$ cat src/rtl/ex_muldiv_ctrl_if.sv
// EX-stage handshake between the pipeline and the RV32M multi-cycle sequencer.
// The master drives the EX-stage operands; the slave returns stall and result.
interface ex_muldiv_ctrl_if #(
    parameter int XLEN = 32
);
    logic            ex_valid;
    logic            ex_is_muldiv;
    logic [2:0]      ex_funct3;
    logic [XLEN-1:0] ex_rs1;
    logic [XLEN-1:0] ex_rs2;
    logic            ex_flush;
    logic            md_stall;
    logic            md_valid;
    logic [XLEN-1:0] md_result;

    modport master (
        output ex_valid, ex_is_muldiv, ex_funct3, ex_rs1, ex_rs2, ex_flush,
        input  md_stall, md_valid, md_result
    );

    modport slave (
        input  ex_valid, ex_is_muldiv, ex_funct3, ex_rs1, ex_rs2, ex_flush,
        output md_stall, md_valid, md_result
    );
endinterface

$ cat src/rtl/ex_muldiv_ctrl.sv
// RV32M multiply/divide sequencer: stalls IF/ID/EX while an XLEN-step shift-add
// multiply or restoring divide runs on operand magnitudes, then pulses the result.
module ex_muldiv_ctrl #(
    parameter int XLEN = 32
) (
    input  logic              clk,
    input  logic              rst,
    ex_muldiv_ctrl_if.slave   bus
);
    localparam int CW = $clog2(XLEN);
    localparam logic [1:0] S_IDLE = 2'd0;
    localparam logic [1:0] S_BUSY = 2'd1;
    localparam logic [1:0] S_DONE = 2'd2;
    localparam logic [XLEN-1:0] XMIN = {1'b1, {(XLEN-1){1'b0}}};

    logic [1:0]        state_q, state_d;
    logic [CW-1:0]     cnt_q, cnt_d;
    logic [2:0]        f3_q, f3_d;
    logic              neg_q, neg_d;
    logic [XLEN-1:0]   a_q, a_d, b_q, b_d, res_q, res_d;
    logic [2*XLEN-1:0] acc_q, acc_d;

    logic              start, is_div, sgn_a, sgn_b, sa, sb;
    logic [XLEN-1:0]   mag_a, mag_b;
    logic [XLEN:0]     mul_sum, div_sh, div_diff;
    logic [2*XLEN-1:0] mul_acc, prod;
    logic              div_ge;
    logic [XLEN-1:0]   div_rem, div_quo, quo_s, rem_s;

    assign start  = bus.ex_valid & bus.ex_is_muldiv & ~bus.ex_flush & (state_q == S_IDLE);
    assign is_div = bus.ex_funct3[2];
    assign sgn_a  = is_div ? ~bus.ex_funct3[0] : (bus.ex_funct3[1:0] != 2'b11);
    assign sgn_b  = is_div ? ~bus.ex_funct3[0] : ~bus.ex_funct3[1];
    assign sa     = sgn_a & bus.ex_rs1[XLEN-1];
    assign sb     = sgn_b & bus.ex_rs2[XLEN-1];
    assign mag_a  = sa ? -bus.ex_rs1 : bus.ex_rs1;
    assign mag_b  = sb ? -bus.ex_rs2 : bus.ex_rs2;

    // Multiply: multiplier sits in acc low half and is consumed LSB-first while
    // partial sums enter the high half, so the full product ends up in acc.
    assign mul_sum = {1'b0, acc_q[2*XLEN-1:XLEN]} + (acc_q[0] ? {1'b0, a_q} : '0);
    assign mul_acc = {mul_sum, acc_q[XLEN-1:1]};

    // Divide: partial remainder in acc low half, dividend shifts out of a_q as
    // quotient bits shift in; diff MSB is the borrow of the trial subtract.
    assign div_sh   = {acc_q[XLEN-1:0], a_q[XLEN-1]};
    assign div_diff = div_sh - {1'b0, b_q};
    assign div_ge   = ~div_diff[XLEN];
    assign div_rem  = div_ge ? div_diff[XLEN-1:0] : div_sh[XLEN-1:0];
    assign div_quo  = {a_q[XLEN-2:0], div_ge};

    assign prod  = neg_q ? -mul_acc : mul_acc;
    assign quo_s = neg_q ? -div_quo : div_quo;
    assign rem_s = neg_q ? -div_rem : div_rem;

    always_comb begin
        state_d = state_q;
        cnt_d   = cnt_q;
        f3_d    = f3_q;
        neg_d   = neg_q;
        a_d     = a_q;
        b_d     = b_q;
        acc_d   = acc_q;
        res_d   = '0;
        case (state_q)
            S_IDLE: begin
                if (start) begin
                    f3_d  = bus.ex_funct3;
                    neg_d = (is_div & bus.ex_funct3[1]) ? sa : (sa ^ sb);
                    a_d   = mag_a;
                    b_d   = mag_b;
                    cnt_d = CW'(XLEN-1);
                    if (is_div && bus.ex_rs2 == '0) begin
                        res_d   = bus.ex_funct3[1] ? bus.ex_rs1 : '1;
                        state_d = S_DONE;
                    end else if (is_div && !bus.ex_funct3[0] && bus.ex_rs1 == XMIN && bus.ex_rs2 == '1) begin
                        res_d   = bus.ex_funct3[1] ? '0 : XMIN;
                        state_d = S_DONE;
                    end else begin
                        acc_d   = is_div ? '0 : {{XLEN{1'b0}}, mag_b};
                        state_d = S_BUSY;
                    end
                end
            end
            S_BUSY: begin
                if (f3_q[2]) begin
                    acc_d = {{XLEN{1'b0}}, div_rem};
                    a_d   = div_quo;
                end else begin
                    acc_d = mul_acc;
                end
                if (cnt_q == '0) begin
                    state_d = S_DONE;
                    case (f3_q)
                        3'b000:          res_d = prod[XLEN-1:0];
                        3'b100, 3'b101:  res_d = quo_s;
                        3'b110, 3'b111:  res_d = rem_s;
                        default:         res_d = prod[2*XLEN-1:XLEN];
                    endcase
                end else begin
                    cnt_d = cnt_q - 1'b1;
                end
            end
            default: state_d = S_IDLE;
        endcase
        if (bus.ex_flush) begin
            state_d = S_IDLE;
            cnt_d   = '0;
            f3_d    = '0;
            neg_d   = 1'b0;
            a_d     = '0;
            b_d     = '0;
            acc_d   = '0;
            res_d   = '0;
        end
    end

    always_ff @(posedge clk) begin
        if (rst) begin
            state_q <= S_IDLE;
            cnt_q   <= '0;
            f3_q    <= '0;
            neg_q   <= 1'b0;
            a_q     <= '0;
            b_q     <= '0;
            acc_q   <= '0;
            res_q   <= '0;
        end else begin
            state_q <= state_d;
            cnt_q   <= cnt_d;
            f3_q    <= f3_d;
            neg_q   <= neg_d;
            a_q     <= a_d;
            b_q     <= b_d;
            acc_q   <= acc_d;
            res_q   <= res_d;
        end
    end

    assign bus.md_stall  = start | (state_q == S_BUSY);
    assign bus.md_valid  = (state_q == S_DONE) & ~bus.ex_flush;
    assign bus.md_result = res_q;
endmodule

$ cat src/flat_wrapper.sv
// flat-port wrapper written by rule: the top's interface ports become plain ports
module ex_muldiv_ctrl_flat 
#(
    parameter int XLEN = 32
)
  (clk, rst, bus_ex_valid, bus_ex_is_muldiv, bus_ex_funct3, bus_ex_rs1, bus_ex_rs2, bus_ex_flush, bus_md_stall, bus_md_valid, bus_md_result);
  ex_muldiv_ctrl_if #(.XLEN(XLEN)) bus_i ();
  input  logic clk;
  input  logic rst;
  input wire logic [$bits(bus_i.ex_valid)-1:0] bus_ex_valid;
  input wire logic [$bits(bus_i.ex_is_muldiv)-1:0] bus_ex_is_muldiv;
  input wire logic [$bits(bus_i.ex_funct3)-1:0] bus_ex_funct3;
  input wire logic [$bits(bus_i.ex_rs1)-1:0] bus_ex_rs1;
  input wire logic [$bits(bus_i.ex_rs2)-1:0] bus_ex_rs2;
  input wire logic [$bits(bus_i.ex_flush)-1:0] bus_ex_flush;
  output wire logic [$bits(bus_i.md_stall)-1:0] bus_md_stall;
  output wire logic [$bits(bus_i.md_valid)-1:0] bus_md_valid;
  output wire logic [$bits(bus_i.md_result)-1:0] bus_md_result;
  assign bus_i.ex_valid = bus_ex_valid;
  assign bus_i.ex_is_muldiv = bus_ex_is_muldiv;
  assign bus_i.ex_funct3 = bus_ex_funct3;
  assign bus_i.ex_rs1 = bus_ex_rs1;
  assign bus_i.ex_rs2 = bus_ex_rs2;
  assign bus_i.ex_flush = bus_ex_flush;
  assign bus_md_stall = bus_i.md_stall;
  assign bus_md_valid = bus_i.md_valid;
  assign bus_md_result = bus_i.md_result;
  ex_muldiv_ctrl #(.XLEN(XLEN)) u_core (.clk(clk), .rst(rst), .bus(bus_i));
endmodule
$ cat config.mk
export PLATFORM = sky130hd
export DESIGN_NAME = ex_muldiv_ctrl_flat
export DESIGN_NICKNAME = d
export VERILOG_FILES = /design/src/rtl/ex_muldiv_ctrl_if.sv /design/src/rtl/ex_muldiv_ctrl.sv /design/src/flat_wrapper.sv
export SDC_FILE = /design/constraint.sdc
export NUM_CORES = 1
export LEC_CHECK = 0
export CAP_MARGIN = 20
export CORE_MARGIN = 3
export CORE_UTILIZATION = 30
export CTS_BUF_LIST = sky130_fd_sc_hd__clkbuf_16
export CTS_CLUSTER_SIZE = 8
export DETAILED_ROUTE_END_ITERATION = 6
export PLACE_DENSITY_LB_ADDON = 0.05
export SLEW_MARGIN = 25
export SYNTH_ARGS = -nofsm -noshare
export SYNTH_HDL_FRONTEND = slang
export SYNTH_SLANG_ARGS = --single-unit
$ cat constraint.sdc
create_clock -name clk -period 13.5 [get_ports clk]
set_input_delay 2.7 -clock clk [delete_from_list [all_inputs] [get_ports clk]]
set_output_delay 2.7 -clock clk [all_outputs]
set_load 0.005 [all_outputs]
==> metrics, run 1 <==
CTS tree=done; Setup WS post-layout=6.414 ns; Antenna diodes=0; Psw=678.6 uW; leak pwr=0.006797 uW; crit path capture type=primary output; Starting Density=30.47%; proportion of layout cells with a drive suffix above 1=4.421%; setup TNS=0 ns; Post-Synthesis Cells=2339; Syn Nets=2483; first-pass GRT wire length=108.9 mm; average cell area after synthesis=7.039 sq um; GRT overflow=0; Hold Crit Start=u_core.b_q[9]; Die X=240.3 um; TritonCTS buffer count=17; P per Cell Area=88.93 nW/um^2; WHS Path Cells=2; Netlist cell types=78; worst vdd ir=0.1131 mV; post-layout minimum cycle time=7.086 ns; GRT Total Usage=24.98%; largest net degree at the start of global routing=77; worst r2r path cells=22; nets=2461; sw frac=41.13%; area of the multi-input gates=12180 sq um; Crit Path Max Fanout=5; synth top area cells=dfxtp_1 21%, nor2_1 7.8%, xnor2_1 6.5%, a21oi_1 6.0%, ha_1 5.3%; gpl congestion=0.8817; Core Util, Final=34.34%; setup slack at placement=6.181 ns; setup bufs post-CTS=0; fillers=5861; relative max-transition margin=28.46%; Tcrit/Tclk final=52.49%; leading area contributor after synthesis=dfxtp_1; Chip Height=240.3 um; WP data required=10.80 ns; DR pass1 iterations=6; most frequent cell after synthesis=nor2_1; clk sinks=171; Max Slew Vio Count=0; Worst-path clk slew=0.07 ns; Remaining DRCs=0; sequential-to-total area share from yosys stat=20.79%; Critical R2R Launch=u_core.acc_q[0]; Die ar.=57730 sq um; r2r setup slk=6.87 ns; unrepaired setup endpoints after global routing=false; DRT antenna net count=0; hold-critical path endpoint=u_core.b_q[9]; core region area=54030 sq um; Data arrival, critical path=4.39 ns; Post-synth EDFFs=0; RR Endpoint=u_core.bus.md_result[24]; Worst-Margin Slew=1.072 ns; Fin. Hold Viols=0; status=completed; Initial DRC Count=1477; Port-buffer cells=105; hold buffers post-CTS=0; number of global-route vias before repair=16810; Synth top cells by count=343 x nor2_1, 198 x a21oi_1, 171 x dfxtp_1; # IOs=106; Comb power frac=37.7%; clk_lat worst skew=0.51 ns; startpoint types=input port; vias=17590; total power=1650 uW; Flop pwr share=31.7%; placement row count=85; power share of the clock group=30.6%; ys flop type=dfxtp_1; Post-Syn Area=16460 sq um; Max-Cap Viols=0; CTS Buffer Depth=2; Setup CP Type=in -> out; root buffer cell=clkbuf_16; asr flop ratio synth=0%; initial antenna violation count=0; Final Setup Violations=0; DR WL/cell=23.96 um; Reg area=3431 sq um; PostCTS Resize Cnt=0; Synth top area share=20.79%; synth warn=0; Yosys reg bits=171; WL final=72.49 mm; Synth-to-Final Area Change=12.69%; DP HPWL=54.96 mm; clk_skew=0.01136 ns; fmax=141.1 MHz; drt via density=5.812; hold crit path type=reg -> reg; CTS H-tree lvls=4; cell-internal power=971.3 uW
## worst max-delay path, cell delays in order
cell and delay [ns]:
clkdlybuf4s50_1 0.47, or3_1 0.49, nand2_1 0.19, clkdlybuf4s50_1 0.53
## layout by cell type (no fill, tap or decap), types with 31 or more instances in the layout
cell type        instances
xnor2_1                123
dfxtp_1                169
o31ai_1                 38
o22ai_1                 31
nand2_1                168
a221oi_1                31
a22oi_1                 35
ha_1                    70
o21ai_0                135
nor3_1                  77
a211oi_1                89
nand3_1                 41
inv_1                   69
xor2_1                  83
nor2_1                 339
clkdlybuf4s50_1        105
mux2i_1                 38
a21oi_1                198
and2_1                  43
## power groups by stage
stage               registers, uW  logic [uW]  clock network, uW
finish                        523         622                505
global route                  523         670                538
global placement              534         608                  0
CTS                           522         613                524
detailed placement            534         608                  0
floorplan                     526         400                  0
## how the worst max path moves through the flow
| stage | from | end | slack, ns | depth (start not counted) |
|---|---|---|---|---|
| 6_report | bus_ex_flush | bus_md_stall | 6.41 | 4 |
| 5_1_grt | bus_ex_valid | bus_md_stall | 6.35 | 5 |
| 4_1_cts | bus_ex_valid | bus_md_stall | 6.41 | 5 |
| 3_5_place_dp | bus_ex_rs1[1] | u_core.acc_q[3] | 6.18 | 16 |
| 3_3_place_gp | bus_ex_rs1[0] | u_core.acc_q[3] | 6.39 | 16 |
| 2_1_floorplan | u_core.acc_q[0] | u_core.bus.md_result[26] | 7.55 | 23 |
## cell type report
type,count,area share (%)
Sequential cell,171,18.49
Clock inverter,15,0.6744
Timing Repair Buffer,134,6.838
Clock buffer,17,2.293
Inverter,68,1.376
Multi-Input combinational cell,1925,65.63
Tap cell,696,4.694
## metal layers
layer | global-route usage (%) | vias up | wire length [um]
li1 | - | 8516 | -
met1 | 34.74 | 8519 | 34120
met2 | 39.55 | 473 | 32600
met3 | 3.040 | 79 | 3257
met4 | 9.399 | 0 | 2517
met5 | 0 | - | 0
## registers in the layout, summed over array words and instances, names as in the netlist
| register | flops |
|---|---|
| u_core.acc_q | 64 |
| u_core.a_q | 32 |
| u_core.b_q | 32 |
| u_core.bus.md_result | 32 |
| u_core.cnt_q | 5 |
| u_core.f3_q | 3 |
| u_core.state_q | 2 |
| u_core.neg_q | 1 |
## through the flow
step,hold slack [ns],instances,instance area [sq um]
final,0.4783,3026,18550
after global routing,0.5051,3026,18550
after CTS,0.4835,3026,18550
after detailed placement,0.4697,2994,18000
after global placement,0.4578,2994,18000
after floorplan,0.4402,2339,16460
## kinds of logic after synthesis
logic type	synth area share, %
adders and majority gates	5.563
buffers and inverters	5.639
and+or+nand+nor	23.96
AOI/OAI and AO/OA	30.37
DFF	20.79
xor gates and xnor gates	10.96
muxes	2.721
No activity file was read; power rests on OpenSTA's default activity.
==> run 2: changes to the inputs <==
==> constraint.sdc (replaced) <==
create_clock -name clk -period 7.18 [get_ports clk]
set_input_delay 1.436 -clock clk [delete_from_list [all_inputs] [get_ports clk]]
set_output_delay 1.436 -clock clk [all_outputs]
set_load 0.005 [all_outputs]
==> run 2 against run 1 <==
Against the previous run:
- wire length is 3.1% higher
- critical path depth increased by 16
- clock skew is 0.0063 ns higher
- count of clock-buffer cells in the layout unchanged
- clock power up 110%
- core utilization rose by 0.29 points
- die area unchanged
- sequential power grew 87%
- register-to-register slack got worse by 5.5 ns
- critical path type is now reg -> reg
- largest cell class unchanged
- largest power group unchanged
- highest routed layer unchanged
==> metrics, run 2 (synthesis gave the netlist of run 1 again) <==
commonest non-fill, non-tap cell in the layout=nor2_1; nets=2471; fillers=5864; Biggest register=u_core.acc_q; setup TNS=0 ns; GRT overflow=0; first-pass GRT wire length=111.3 mm; Tcrit/Tclk final=81.55%; clk_skew=0.01767 ns; Starting Density=30.47%; worst vdd ir=0.2099 mV; Worst-Margin Slew=1.052 ns; CTS tree=done; startpoint types=flop; TritonCTS buffer count=17; CTS Buffer Depth=2; Crit Path Max Fanout=12; hold buffers post-CTS=0; most frequent cells in the layout=339 x nor2_1, 198 x a21oi_1, 169 x dfxtp_1; gpl congestion=0.9495; Synth-to-Final Area Change=13.63%; Initial DRC Count=1506; fmax=170.8 MHz; leak pwr=0.006874 uW; Max-Cap Viols=0; relative max-transition margin=29.60%; crit path capture type=flop; unrepaired setup endpoints after global routing=false; Fin. Hold Viols=0; root buffer cell=clkbuf_16; Worst-path clk slew=0.08 ns; proportion of layout cells with a drive suffix above 1=4.915%; WP data required=7.62 ns; Setup CP Type=reg -> reg; Die ar.=57730 sq um; CTS H-tree lvls=4; Port-buffer cells=105; largest net degree at the start of global routing=74; Remaining DRCs=0; P per Cell Area=172.2 nW/um^2; # IOs=106; drt via density=5.900; post-layout minimum cycle time=5.855 ns; placement row count=85; DR pass1 iterations=6; core region area=54030 sq um; status=completed; setup slack at placement=1.159 ns; clk_lat worst skew=0.52 ns; Final Setup Violations=0; number of flip-flops in the largest register=64; WL final=74.71 mm; setup bufs post-CTS=0; vias=17910; DRT antenna net count=0; DP HPWL=56.65 mm; Chip Height=240.3 um; Setup WS post-layout=1.325 ns; clk sinks=171; Data arrival, critical path=6.30 ns; Die X=240.3 um; Antenna diodes=0; initial antenna violation count=1; PostCTS Resize Cnt=0; hold crit path type=reg -> reg; DR WL/cell=24.61 um; GRT Total Usage=25.57%; number of global-route vias before repair=16900; Max Slew Vio Count=0
run 2: cell count changes in the layout (fill, tap and decap cells not counted), moves of 2 or more:
cell / previous run / this run
inv_8: 0 / 2
inv_6: 5 / 3
buf_4: 29 / 38
inv_1: 69 / 67
bufinv_16: 1 / 3
clkinvlp_4: 1 / 3
run 2: worst max-delay path, cell delays in order, from the launching register on:
cell      delay (ns)
dfxtp_1         0.59
inv_1           0.21
fa_1            0.51
nand2b_1        0.21
a21bo_2         0.24
a211oi_1        0.41
nor2_1          0.12
o32ai_1         0.32
buf_4           0.25
nor2_4          0.05
inv_1           0.10
ha_1            0.17
nand2b_1        0.14
or4_1           0.54
nand2b_1        0.27
or4_1           0.61
o41ai_1         0.34
xor2_1          0.13
a221oi_1        0.30
o221ai_1        0.18
o21ai_0         0.11
run 2: stage by stage:
stage                     instance area (sq um)  power (uW)  util (%)  cells  hold WS, ns
final                                     18710        3221     34.63   3036       0.4756
after global routing                      18710        3362     34.63   3036       0.5054
after CTS                                 18710        3226     34.63   3036       0.4758
after detailed placement                  18100        2162     33.50   3004       0.4647
after global placement                    18060        2169     33.44   3003       0.4611
after floorplan                           16460        1741         -   2339       0.4402
run 2: worst paths after layout:
path / startpoint / to / slack [ns] / cells past startpoint
setup reg to reg: u_core.acc_q[0] / u_core.bus.md_result[26] / 1.32 / 20
setup / recovery: u_core.acc_q[0] / u_core.bus.md_result[26] / 1.32 / 20
hold / removal: u_core.b_q[12] / u_core.b_q[12] / 0.48 / 2
hold reg to reg: u_core.b_q[12] / u_core.b_q[12] / 0.48 / 2
run 2: layer usage:
metal	global-route usage (%)	share of wire, %	wire length (um)	vias up
met5	0	0	0	-
met4	9.107	3.2	2395	0
met3	3.407	4.8	3620	86
met2	40.24	45	33560	566
met1	35.76	47	35130	8726
li1	-	-	-	8533
run 2: power by group:
group | switching (uW) | internal (uW)
clock network | 493 | 553
registers | 19.6 | 959
logic | 806 | 391
total | 1320 | 1900
run 2: layout make-up:
type / count / area, sq um / share of cell area, %
tap: 696 / 870.8 / 4.655
sequential: 171 / 3431 / 18.34
clock inverter: 15 / 186.4 / 0.9965
inverter: 68 / 255.2 / 1.364
multi-input combinational: 1925 / 12180 / 65.08
timing repair buffer: 144 / 1364 / 7.290
clock buffer: 17 / 425.4 / 2.274
